## src/rtl/proc_vec_pkg.sv

```systemverilog
// Shared default sizing for the processor vector register bank.
package proc_vec_pkg;

  localparam int unsigned DATA_W_DEF   = 8;
  localparam int unsigned NUM_REGS_DEF = 8;
  localparam int unsigned NUM_TAPS_DEF = 4;

endpackage

```

## src/rtl/banco_reg_esc_p_marcador_pend.sv

```systemverilog
// Pending-bit scoreboard and read-stall generation for banco_reg_esc_p.
// BANCO_REG_BYPASS_EN: a pending bit cleared by a same-cycle write does not stall.
module marcador_pend
  import proc_vec_pkg::*;
#(
  parameter int unsigned NUM_REGS = NUM_REGS_DEF,
  localparam int unsigned ADDR_W  = $clog2(NUM_REGS)
) (
  input  logic                clk,
  input  logic                rst,
  input  logic                rd_en,
  input  logic [ADDR_W-1:0]   rd_addr_a,
  input  logic [ADDR_W-1:0]   rd_addr_b,
  input  logic                wr_en,
  input  logic [ADDR_W-1:0]   wr_addr,
  input  logic                iss_en,
  input  logic [ADDR_W-1:0]   iss_addr,
  output logic [NUM_REGS-1:0] pend,
  output logic                stall
);

  logic [NUM_REGS-1:0] pend_q, pend_d;
  logic                pend_a, pend_b;

  // Out-of-range addresses never match an index, so they read as not pending.
  always_comb begin
    pend_a = 1'b0;
    pend_b = 1'b0;
    for (int i = 0; i < NUM_REGS; i++) begin
`ifdef BANCO_REG_BYPASS_EN
      if (rd_addr_a == ADDR_W'(i))
        pend_a = pend_q[i] & ~(wr_en && (wr_addr == ADDR_W'(i)));
      if (rd_addr_b == ADDR_W'(i))
        pend_b = pend_q[i] & ~(wr_en && (wr_addr == ADDR_W'(i)));
`else
      if (rd_addr_a == ADDR_W'(i)) pend_a = pend_q[i];
      if (rd_addr_b == ADDR_W'(i)) pend_b = pend_q[i];
`endif
    end
    stall = rd_en & (pend_a | pend_b);
  end

  // Write-back clears, issue sets; issue is applied last so it wins on a collision.
  always_comb begin
    pend_d = pend_q;
    for (int i = 0; i < NUM_REGS; i++) begin
      if (wr_en && (wr_addr == ADDR_W'(i)))   pend_d[i] = 1'b0;
      if (iss_en && (iss_addr == ADDR_W'(i))) pend_d[i] = 1'b1;
    end
  end

  always_ff @(posedge clk) begin
    if (rst) pend_q <= '0;
    else     pend_q <= pend_d;
  end

  assign pend = pend_q;

endmodule

```

## src/rtl/banco_reg_esc_p.sv

```systemverilog
// Two-read/one-write register bank with pending-bit scoreboard and debug taps.
// BANCO_REG_BYPASS_EN: forward write data to a same-cycle read of the same address.
module banco_reg_esc_p
  import proc_vec_pkg::*;
#(
  parameter int unsigned DATA_W   = DATA_W_DEF,
  parameter int unsigned NUM_REGS = NUM_REGS_DEF,
  parameter int unsigned NUM_TAPS = NUM_TAPS_DEF,
  localparam int unsigned ADDR_W  = $clog2(NUM_REGS)
) (
  input  logic                       clk,
  input  logic                       rst,
  input  logic                       rd_en,
  input  logic [ADDR_W-1:0]          rd_addr_a,
  input  logic [ADDR_W-1:0]          rd_addr_b,
  output logic [DATA_W-1:0]          rd_data_a,
  output logic [DATA_W-1:0]          rd_data_b,
  output logic                       rd_valid,
  output logic                       stall,
  input  logic                       wr_en,
  input  logic [ADDR_W-1:0]          wr_addr,
  input  logic [DATA_W-1:0]          wr_data,
  input  logic                       iss_en,
  input  logic [ADDR_W-1:0]          iss_addr,
  output logic [NUM_REGS-1:0]        pend,
  output logic [NUM_TAPS*DATA_W-1:0] taps
);

  logic [DATA_W-1:0] regs_q [NUM_REGS];
  logic [DATA_W-1:0] regs_d [NUM_REGS];
  logic [DATA_W-1:0] rd_data_a_q, rd_data_a_d;
  logic [DATA_W-1:0] rd_data_b_q, rd_data_b_d;
  logic              rd_valid_q, rd_valid_d;
  logic [DATA_W-1:0] reg_val_a, reg_val_b;
  logic [DATA_W-1:0] fwd_a, fwd_b;
`ifdef BANCO_REG_BYPASS_EN
  logic              wr_in_range;
`endif

  marcador_pend #(
    .NUM_REGS (NUM_REGS)
  ) u_marcador_pend (
    .clk       (clk),
    .rst       (rst),
    .rd_en     (rd_en),
    .rd_addr_a (rd_addr_a),
    .rd_addr_b (rd_addr_b),
    .wr_en     (wr_en),
    .wr_addr   (wr_addr),
    .iss_en    (iss_en),
    .iss_addr  (iss_addr),
    .pend      (pend),
    .stall     (stall)
  );

  // Read mux: out-of-range addresses match no register and read as zero.
  always_comb begin
    reg_val_a = '0;
    reg_val_b = '0;
    for (int i = 0; i < NUM_REGS; i++) begin
      if (rd_addr_a == ADDR_W'(i)) reg_val_a = regs_q[i];
      if (rd_addr_b == ADDR_W'(i)) reg_val_b = regs_q[i];
    end
    fwd_a = reg_val_a;
    fwd_b = reg_val_b;
`ifdef BANCO_REG_BYPASS_EN
    wr_in_range = 1'b0;
    for (int i = 0; i < NUM_REGS; i++) begin
      if (wr_addr == ADDR_W'(i)) wr_in_range = 1'b1;
    end
    if (wr_en && wr_in_range && (wr_addr == rd_addr_a)) fwd_a = wr_data;
    if (wr_en && wr_in_range && (wr_addr == rd_addr_b)) fwd_b = wr_data;
`endif
  end

  always_comb begin
    regs_d      = regs_q;
    rd_data_a_d = rd_data_a_q;
    rd_data_b_d = rd_data_b_q;
    rd_valid_d  = 1'b0;
    if (rd_en && !stall) begin
      rd_data_a_d = fwd_a;
      rd_data_b_d = fwd_b;
      rd_valid_d  = 1'b1;
    end
    for (int i = 0; i < NUM_REGS; i++) begin
      if (wr_en && (wr_addr == ADDR_W'(i))) regs_d[i] = wr_data;
    end
  end

  always_ff @(posedge clk) begin
    if (rst) begin
      for (int i = 0; i < NUM_REGS; i++) regs_q[i] <= '0;
      rd_data_a_q <= '0;
      rd_data_b_q <= '0;
      rd_valid_q  <= 1'b0;
    end else begin
      regs_q      <= regs_d;
      rd_data_a_q <= rd_data_a_d;
      rd_data_b_q <= rd_data_b_d;
      rd_valid_q  <= rd_valid_d;
    end
  end

  assign rd_data_a = rd_data_a_q;
  assign rd_data_b = rd_data_b_q;
  assign rd_valid  = rd_valid_q;

  for (genvar t = 0; t < NUM_TAPS; t++) begin : g_taps
    assign taps[t*DATA_W +: DATA_W] = regs_q[t];
  end

endmodule

```

## config.mk

```make
export PLATFORM = sky130hd
export DESIGN_NAME = banco_reg_esc_p
export DESIGN_NICKNAME = d
export VERILOG_FILES = /design/src/rtl/proc_vec_pkg.sv /design/src/rtl/banco_reg_esc_p_marcador_pend.sv /design/src/rtl/banco_reg_esc_p.sv
export SDC_FILE = /design/constraint.sdc
export NUM_CORES = 1
export LEC_CHECK = 0
export ABC_CLOCK_PERIOD_IN_PS = 4000
export BUFFER_PORTS_ARGS = -buffer_cell sky130_fd_sc_hd__buf_2
export CAP_MARGIN = 20
export CORE_UTILIZATION = 50
export CTS_CLUSTER_DIAMETER = 150
export DETAILED_ROUTE_END_ITERATION = 6
export PLACE_DENSITY = 0.76
export RECOVER_POWER = 25
export SYNTH_ARGS = -nofsm -noshare
export SYNTH_HDL_FRONTEND = slang
export SYNTH_HIERARCHICAL = 1
export SYNTH_SLANG_ARGS = --single-unit
```

## constraint.sdc

```tcl
create_clock -name clk -period 4 [get_ports clk]
set_clock_uncertainty 0.2 [all_clocks]
set_input_delay 0.8 -clock clk [delete_from_list [all_inputs] [get_ports clk]]
set_output_delay 0.8 -clock clk [all_outputs]
set_load 0.02 [all_outputs]
```

== Yosys cells after proc, flatten, opt, wreduce, memory -nomap -nowiden ==
Index checks and enable logic that the tools add are counted.

* Register bits: 89
* Output and inout bits: 58
* Word-level logic and storage cells: 128

* Equal/unequal tests: 28
* Multiplexer cells: 49
* Bitwise operators: 2
* Reduce and logical (&&, ||, !) cells: 30

{| class="wikitable"
|+ Operators with widths
! kind !! number
|-
| $mux W8 || 16
|-
| $eq A3 B3 Y1 const B || 16
|-
| $mux W1 || 33
|-
| $eq A3 B2 Y1 const B || 8
|-
| $logic_and A1 B1 Y1 || 17
|-
| $reduce_bool A2 Y1 || 8
|-
| $eq A3 B1 Y1 const B || 4
|-
| $logic_not A3 Y1 || 4
|-
| $and A1 B1 Y1 || 1
|-
| $logic_not A1 Y1 || 1
|-
| $or A1 B1 Y1 || 1
|}

== Logic depth before layout (Yosys ltp) ==
Gate-level depths: netlist of the first run.

* Depth after elaboration: 14
* Mapped depth: 8
* Mapped depth without buffers: 8

== By module ==
Netlist of the first run, hierarchy kept.

{| class="wikitable"
|+ Modules (own cells, without submodules)
! module !! instances !! cells each !! area an instance (um2)
|-
| banco_reg_esc_p || 1 || 589 || 4506.8
|-
| marcador_pend || 1 || 49 || 467.9
|}

== Worst setup path after synthesis of the first run ==
OpenSTA, ideal clock, no wires.

* Kind: input-to-reg
* Start: in rd_addr_b[1]
* End: reg rd_data_a_q[1], in the netlist rd_data_a[1]
* Setup time: 83 ps
* Arrival: 2477 ps
* Setup slack: 1240 ps
* Stages: 8
* Path buffers: 1
* Cell sequence: mux4_1 > mux2i_1 > a21boi_1 > inv_1 > a21oi_1 > clkbuf_1 > nand2_1 > o221ai_1

* Cells in the longest elaborated chain, start to end: 13

{| class="wikitable"
|+ Ends and longest elaborated chain
! what !! RTL line !! RTL
|-
| start, declared || banco_reg_esc_p.sv:15 || <nowiki>input logic [ADDR_W-1:0] rd_addr_b,</nowiki>
|-
| $logic_not A3 Y1 || banco_reg_esc_p_marcador_pend.sv:37 || <nowiki>if (rd_addr_b == ADDR_W'(i)) pend_b = pend_q[i];</nowiki>
|-
| $mux W1 (7 in a row) || banco_reg_esc_p_marcador_pend.sv:37 ||
|-
| $mux W1 (*) || banco_reg_esc_p_marcador_pend.sv:37 ||
|-
| $or A1 B1 Y1 (*) || banco_reg_esc_p_marcador_pend.sv:40 || <nowiki>stall = rd_en & (pend_a | pend_b);</nowiki>
|-
| $and A1 B1 Y1 (*) || banco_reg_esc_p_marcador_pend.sv:40 ||
|-
| named net stall || banco_reg_esc_p.sv:19 || <nowiki>output logic stall,</nowiki>
|-
| $logic_not A1 Y1 (*) || banco_reg_esc_p.sv:81 || <nowiki>if (rd_en && !stall) begin</nowiki>
|-
| $logic_and A1 B1 Y1 (*) || banco_reg_esc_p.sv:81 ||
|-
| end signal, assigned || banco_reg_esc_p.sv:99 || <nowiki>rd_data_a_q <= rd_data_a_d;</nowiki>
|-
| end, declared || banco_reg_esc_p.sv:31 || <nowiki>logic [DATA_W-1:0] rd_data_a_q, rd_data_a_d;</nowiki>
|}

Mark *: on every way through the listed nets, which the timed path passes. The rest lies on a longest branch.
A chain may end at the register's enable or synchronous reset.

== Final worst setup path of the first run ==
* Start: in rd_addr_a[0]
* End: out stall

* Cells in the longest elaborated chain, start to end: 11

{| class="wikitable"
|+ Ends and longest elaborated chain
! what !! RTL line !! RTL
|-
| start, declared || banco_reg_esc_p.sv:14 || <nowiki>input logic [ADDR_W-1:0] rd_addr_a,</nowiki>
|-
| $logic_not A3 Y1 || banco_reg_esc_p_marcador_pend.sv:36 || <nowiki>if (rd_addr_a == ADDR_W'(i)) pend_a = pend_q[i];</nowiki>
|-
| $mux W1 (7 in a row) || banco_reg_esc_p_marcador_pend.sv:36 ||
|-
| $mux W1 (*) || banco_reg_esc_p_marcador_pend.sv:36 ||
|-
| $or A1 B1 Y1 (*) || banco_reg_esc_p_marcador_pend.sv:40 ||
|-
| $and A1 B1 Y1 (*) || banco_reg_esc_p_marcador_pend.sv:40 ||
|-
| end, declared || banco_reg_esc_p.sv:19 ||
|}

Mark *: on every way between the ends. The rest lies on a longest branch, timed or not.

==> reports/summary.txt, run 1 <==
run status = finished, violations left
failing checks = max-capacitance violations, max-slew violations
first-pass GRT wire length = 23.6 mm
DRC violations left = 0
post-cts repair resize count = 0
Initial Util = 0.511
initial antenna violation count = 0
Post-DRT Antenna Nets = 0
Final Util = 0.542
worst setup path end = stall
Max IR drop VDD = 0.187 mV
TritonCTS clock tree = built
R2R Path Start = u_marcador_pend/pend[4]$_SDFFE_PP0P_
DRT Pass-1 Iters = 5
drt wl/cell = 18.2 um
Finish-stage setup viols = 0
drt total wl = 14.5 mm
CP Launch Type = input pin
ys async rst share = 0
CP Capture Type = primary output
RSZ-0062 raised after global routing = false
CP most frequent cell = buf_2
largest stage delay on the critical path = 630 ps
worst r2r dst = rd_data_a[2]$_SDFFE_PP0P_
Synth Area in Compound Gates = 0.226
Vias/cell = 5.97
TNS Setup = 0 ps
Cell Area, Placed = 5080 um^2
Sink Count = 89
Synth area leaders = dfxtp_1 (36%), nand2_1 (12%), a21oi_1 (9.4%)
R2R cell count = 8
grt ovf = 0
n_diodes = 0
post-synthesis register bit count = 89
fin area = 5270 um^2
post-DP HPWL = 10.3 mm
stages on the worst setup path = 5
via count = 4773
share of layout cells above drive strength 1 = 0.165
HP Class = flop to flop
Final Max Tran Viols = 73
Layout area overhead = 5.96%
Synth Net Count = 663
global placer's final weighted congestion = 0.903
XOR/XNOR share of the synthesized area = 0
Nets = 686
mapped cell area = 4970 um^2
Period minus WS final = 3290 ps
Max Cap Viol = 1
Critical Path Start = rd_addr_a[0]
CP arrival = 2290 ps
Detailed Route Iter0 Violations = 319
H-tree depth = 3
mux contribution to synthesized area = 0.0815
pwr dens = 344 nW/um^2
Post-Synthesis Cells = 638
IO Count = 83
critical path, cell by cell = buf_2 > mux4_1 > mux2i_1 > a21boi_1 > buf_2
Port Buffers = 82
Post-CTS Hold Fix Bufs = 0
Most used DFF post-synth = dfxtp_1
R2R Setup Slk = 1590 ps
main combinational cell family by area after synthesis = compound AO/OA/AOI/OAI gates
CTS buffer count = 9
maximum net fanout on the critical path = 27
hold slack = 261 ps
Reg clk slew, reported paths = 90 ps
total track usage = 0.300
core area = 9730 um^2
Post-Synth Simple-Gate Area = 0.212
Die Y = 102 um
largest area contributor in the netlist = dfxtp_1
Rel. slew slack = -0.00563
Post-synth EDFFs = 0
die area = 10400 um^2
Crit Path Class = input pin to primary output
Synth Area in Adders = 0
largest net degree at the start of global routing = 74
Design Power = 1.82 mW
CTS Buffer Depth = 2
number of global-route vias before repair = 4618
Worst Path Buf+Inv = 2
Critical Path RT = 3000 ps
Clock Latency Late Sink = 360 ps
Leak Pwr = 2.01 nW
slowest CP cell = mux4_1
Setup Fix Bufs, Post-CTS = 0
post-synthesis sequential area ratio = 0.358
Largest delay share family, worst path = multiplexers
period utilization = 0.823
Fin. Hold Viols = 0
f_max = 0.304 GHz
clk root buf = clkbuf_8
Slew @ Worst Pin = 1510 ps
Avg Synthesized Cell Area = 7.80 um^2
Synth top area share = 0.358
die width = 102 um
Row Count = 36
YS warnings = 6
Unique masters post-synth = 37
cell families after synthesis:
group                  Yosys count
AND/OR/NAND/NOR                239
AO/OA/AOI/OAI                  176
buffers and inverters          100
flip-flops                      89
multiplexers                    34
layer usage:
| layer | GRT usage | vias up | wire length [um] |
|---|---|---|---|
| met4 | 0.152 | 0 | 562 |
| met5 | 0 | - | 0 |
| li1 | - | 2234 | - |
| met3 | 0.0538 | 44 | 963 |
| met2 | 0.523 | 225 | 7100 |
| met1 | 0.352 | 2270 | 5920 |
where the power goes:
part | total (mW) | leakage, nW | internal [mW] | switching (mW)
clock | 0.626 | 0.0888 | 0.306 | 0.320
combinational | 0.262 | 1.20 | 0.0845 | 0.178
sequential | 0.927 | 0.721 | 0.908 | 0.0192
tightest hold or removal path, cell delays in order (launching register included):
cell	delay, ps
dfxtp_1	320
nand2_1	50
a21oi_1	50
worst min-delay path by stage:
stage	end	cells after the start	slack (ps)	from
after detailed placement	regs_q[31]$_SDFFE_PP0P_	2	250	regs_q[31]$_SDFFE_PP0P_
final	regs_q[31]$_SDFFE_PP0P_	2	260	regs_q[31]$_SDFFE_PP0P_
after CTS	regs_q[31]$_SDFFE_PP0P_	2	260	regs_q[31]$_SDFFE_PP0P_
after floorplan	regs_q[17]$_SDFFE_PP0P_	2	240	regs_q[17]$_SDFFE_PP0P_
after global routing	regs_q[22]$_SDFFE_PP0P_	2	290	regs_q[22]$_SDFFE_PP0P_
after global placement	regs_q[28]$_SDFFE_PP0P_	2	250	regs_q[28]$_SDFFE_PP0P_
per-stage QoR:
step | worst slack [ps] | instances
2_1_floorplan | 1240 | 638
3_3_place_gp | 688 | 782
3_5_place_dp | 722 | 783
5_1_grt | 657 | 799
6_report | 708 | 799
4_1_cts | 723 | 799
cell type report:
cell class / count / area [um^2]
clock buffers: 12 / 145
clock inverters: 4 / 52.6
fillers: 970 / 4460
inverters: 24 / 90.1
multi-input cells: 449 / 2580
flip-flops and latches: 89 / 1780
well taps: 133 / 166
repair buffers: 88 / 450
cells in the mapped netlist, drive strengths merged (4+ instances only):
cell type	instances
a21oi	93
a221oi	6
a2bb2oi	6
a31oi	10
a32o	10
buf	59
clkbuf	17
dfxtp	89
inv	23
mux2i	30
mux4	4
nand2	162
nand2b	24
nand3	10
nor2	22
nor2b	6
o211ai	4
o21ai	12
o221ai	12
o31ai	6
o32a	4
o32ai	12
or2b	4
layout by cell type, fill, tap and decap left out, types with 4 or more instances in the layout:
cell type	n
o211ai_1	4
a21oi_1	93
buf_2	80
mux2i_1	30
o32ai_1	12
a32o_1	10
nor2b_1	6
nand3_1	10
clkbuf_8	10
dfxtp_1	89
buf_4	5
o31ai_1	6
nand2_1	162
nor2_2	6
a2bb2oi_1	6
or2b_1	4
o32a_1	4
a221oi_1	6
mux4_1	4
o21ai_0	11
o221ai_1	12
inv_1	23
nand2b_1	24
a31oi_1	10
nor2_1	16
clkbuf_1	4
state kept, by name (all words and copies together), names as in the netlist:
name                  flops
rd_data_b                 8
u_marcador_pend/pend      8
rd_data_a                 8
regs_q                   32
taps                     32
rd_valid                  1
Power figures use the tool's default switching activity.
==> run 2: changes to the inputs <==
--- a/config.mk
+++ b/config.mk
@@ -5,13 +5,13 @@
 export SDC_FILE = /design/constraint.sdc
 export NUM_CORES = 1
 export LEC_CHECK = 0
-export ABC_CLOCK_PERIOD_IN_PS = 4000
+export ABC_CLOCK_PERIOD_IN_PS = 2700
 export BUFFER_PORTS_ARGS = -buffer_cell sky130_fd_sc_hd__buf_2
 export CAP_MARGIN = 20
 export CORE_UTILIZATION = 50
 export CTS_CLUSTER_DIAMETER = 150
 export DETAILED_ROUTE_END_ITERATION = 6
-export PLACE_DENSITY = 0.76
+export PLACE_DENSITY = 0.79
 export RECOVER_POWER = 25
 export SYNTH_ARGS = -nofsm -noshare
 export SYNTH_HDL_FRONTEND = slang
==> constraint.sdc (replaced) <==
create_clock -name clk -period 2.7 [get_ports clk]
set_clock_uncertainty 0.2 [all_clocks]
set_input_delay 0.54 -clock clk [delete_from_list [all_inputs] [get_ports clk]]
set_output_delay 0.54 -clock clk [all_outputs]
set_load 0.02 [all_outputs]
==> run 2 against run 1 <==
  * The run now ends clean
  * Non-clock buffer count is 3 higher
  * Total power is 47% higher
  * Hold slack worse by 16 ps
  * Via count is 2.7% higher
  * Sequential cell count stayed put
  * Sequential share of layout area is 0.096 points lower
  * Combinational power is 50% higher
  * Register-to-register slack worse by 1200 ps
  * Wire length is 1.0% higher
  * Cell area is 0.28% higher
  * Highest routed layer unchanged
==> reports/summary.txt, run 2 (synthesis gave the netlist of run 1 again) <==
TNS Setup = 0 ps (unchanged)
Period minus WS final = 2400 ps
Crit Path Class = flop to primary output
IO Count = 83 (unchanged)
H-tree depth = 3 (unchanged)
post-cts repair resize count = 0 (unchanged)
Post-DRT Antenna Nets = 0 (unchanged)
Sink Count = 89 (unchanged)
Critical Path RT = 1960 ps (-1040 ps)
CP Capture Type = primary output
CTS Buffer Depth = 2 (unchanged)
n_diodes = 0 (unchanged)
pwr dens = 505 nW/um^2 (+47%)
die width = 102 um (unchanged)
clk root buf = clkbuf_8
Rel. slew slack = 0.0203 (+0.0260)
CTS buffer count = 9 (unchanged)
maximum net fanout on the critical path = 4 (-85%)
Leak Pwr = 2.03 nW (+1.1%)
f_max = 0.417 GHz
Slew @ Worst Pin = 1470 ps (-38.9 ps)
Initial Util = 0.511 (unchanged)
Finish-stage setup viols = 0 (unchanged)
RSZ-0062 raised after global routing = false
commonest non-fill, non-tap cell in the layout = nand2_1
largest net degree at the start of global routing = 73 (-1.4%)
CP arrival = 1660 ps (-630 ps)
critical path, cell by cell = mux4_1 > mux2i_1 > a21boi_1 > buf_2
drt total wl = 14.7 mm (+1.0%)
Clock Latency Late Sink = 380 ps (+20 ps)
largest stage delay on the critical path = 510 ps (-120 ps)
hold slack = 245 ps (-16.2 ps)
initial antenna violation count = 0 (unchanged)
die area = 10400 um^2 (unchanged)
Nets = 689 (+0.44%)
Final Max Tran Viols = 0 (-100%)
share of layout cells above drive strength 1 = 0.173 (+0.00823)
period utilization = 0.888
Row Count = 36 (unchanged)
CP Launch Type = flop
TritonCTS clock tree = built
grt ovf = 0 (unchanged)
Port Buffers = 82 (unchanged)
Fin. Hold Viols = 0 (unchanged)
Max Cap Viol = 0 (-1)
via count = 4904 (+2.7%)
drt wl/cell = 18.3 um (+0.63%)
Max IR drop VDD = 0.281 mV (+50%)
Setup Fix Bufs, Post-CTS = 0 (unchanged)
Detailed Route Iter0 Violations = 346 (+8.5%)
Design Power = 2.67 mW (+47%)
number of global-route vias before repair = 4615 (-0.065%)
total track usage = 0.292 (-0.00819)
DRT Pass-1 Iters = 5 (unchanged)
run status = complete, no violations
Die Y = 102 um (unchanged)
HP Class = input pin to flop
global placer's final weighted congestion = 0.921 (+2.0%)
Layout area overhead = 6.26%
most frequent cells in the layout = nand2_1 (162), a21oi_1 (93), dfxtp_1 (89), buf_2 (81), mux2i_1 (30)
DRC violations left = 0 (unchanged)
Post-CTS Hold Fix Bufs = 0 (unchanged)
Reg clk slew, reported paths = 100 ps (about the same)
Vias/cell = 6.11 (+2.4%)
post-DP HPWL = 10.1 mm (-1.3%)
first-pass GRT wire length = 23.0 mm (-2.9%)
core area = 9730 um^2 (unchanged)
slowest CP cell = mux4_1
-- run 2: changes by cell type in the layout (fill, tap and decap cells not counted), sizes merged --
cell | previous run | this run
buf | 85 | 89
clkbuf | 15 | 13
inv | 23 | 25
bufinv | 1 | 0
clkinv | 1 | 2
clkinvlp | 3 | 2
-- run 2: cell type report --
class                      count  area (um^2)
fill                         967         4440
multi-input combinational    449         2580
sequential                    89         1780
timing repair buffer          91          474
tap                          133          166
clock buffer                  11          151
inverter                      24         90.1
clock inverter                 5         37.5
-- run 2: layer usage --
layer | routed length [um] | GRT usage
met5 | 0 | 0
met4 | 726 | 0.173
met3 | 1200 | 0.0607
met2 | 7070 | 0.495
met1 | 5690 | 0.339
-- run 2: per-stage QoR --
stage	area [um^2]	std cells	utilization	setup WS, ps
floorplan	4970	638	-	200
global placement	5090	785	0.524	43.7
detailed placement	5090	785	0.524	-138
CTS	5280	801	0.543	205
global route	5290	802	0.543	159
finish	5290	802	0.543	301
-- run 2: critical path, delay by kind of cell, from the launching register on --
| kind | cells | cell delay [ps] |
|---|---|---|
| multiplexers | 2 | 650 |
| AO/OA/AOI/OAI | 1 | 90 |
| flip-flops | 1 | 370 |
| buffers and inverters | 1 | 170 |
-- run 2: worst paths after layout --
kind	depth (start not counted)	end	start	slack (ps)
worst min-delay path	3	u_marcador_pend/pend[6]$_SDFFE_PP0P_	iss_en	250
worst min register to register	2	regs_q[24]$_SDFFE_PP0P_	regs_q[24]$_SDFFE_PP0P_	270
worst max register to register	8	rd_data_b[5]$_SDFFE_PP0P_	u_marcador_pend/pend[4]$_SDFFE_PP0P_	400
worst max-delay path	4	stall	u_marcador_pend/pend[4]$_SDFFE_PP0P_	300
-- run 2: where the power goes --
part	internal (mW)	switching (mW)	total [mW]	leakage, nW
Clock	0.390	0.514	0.904	0.0924
Combinational	0.128	0.266	0.394	1.21
Sequential	1.35	0.0280	1.37	0.721
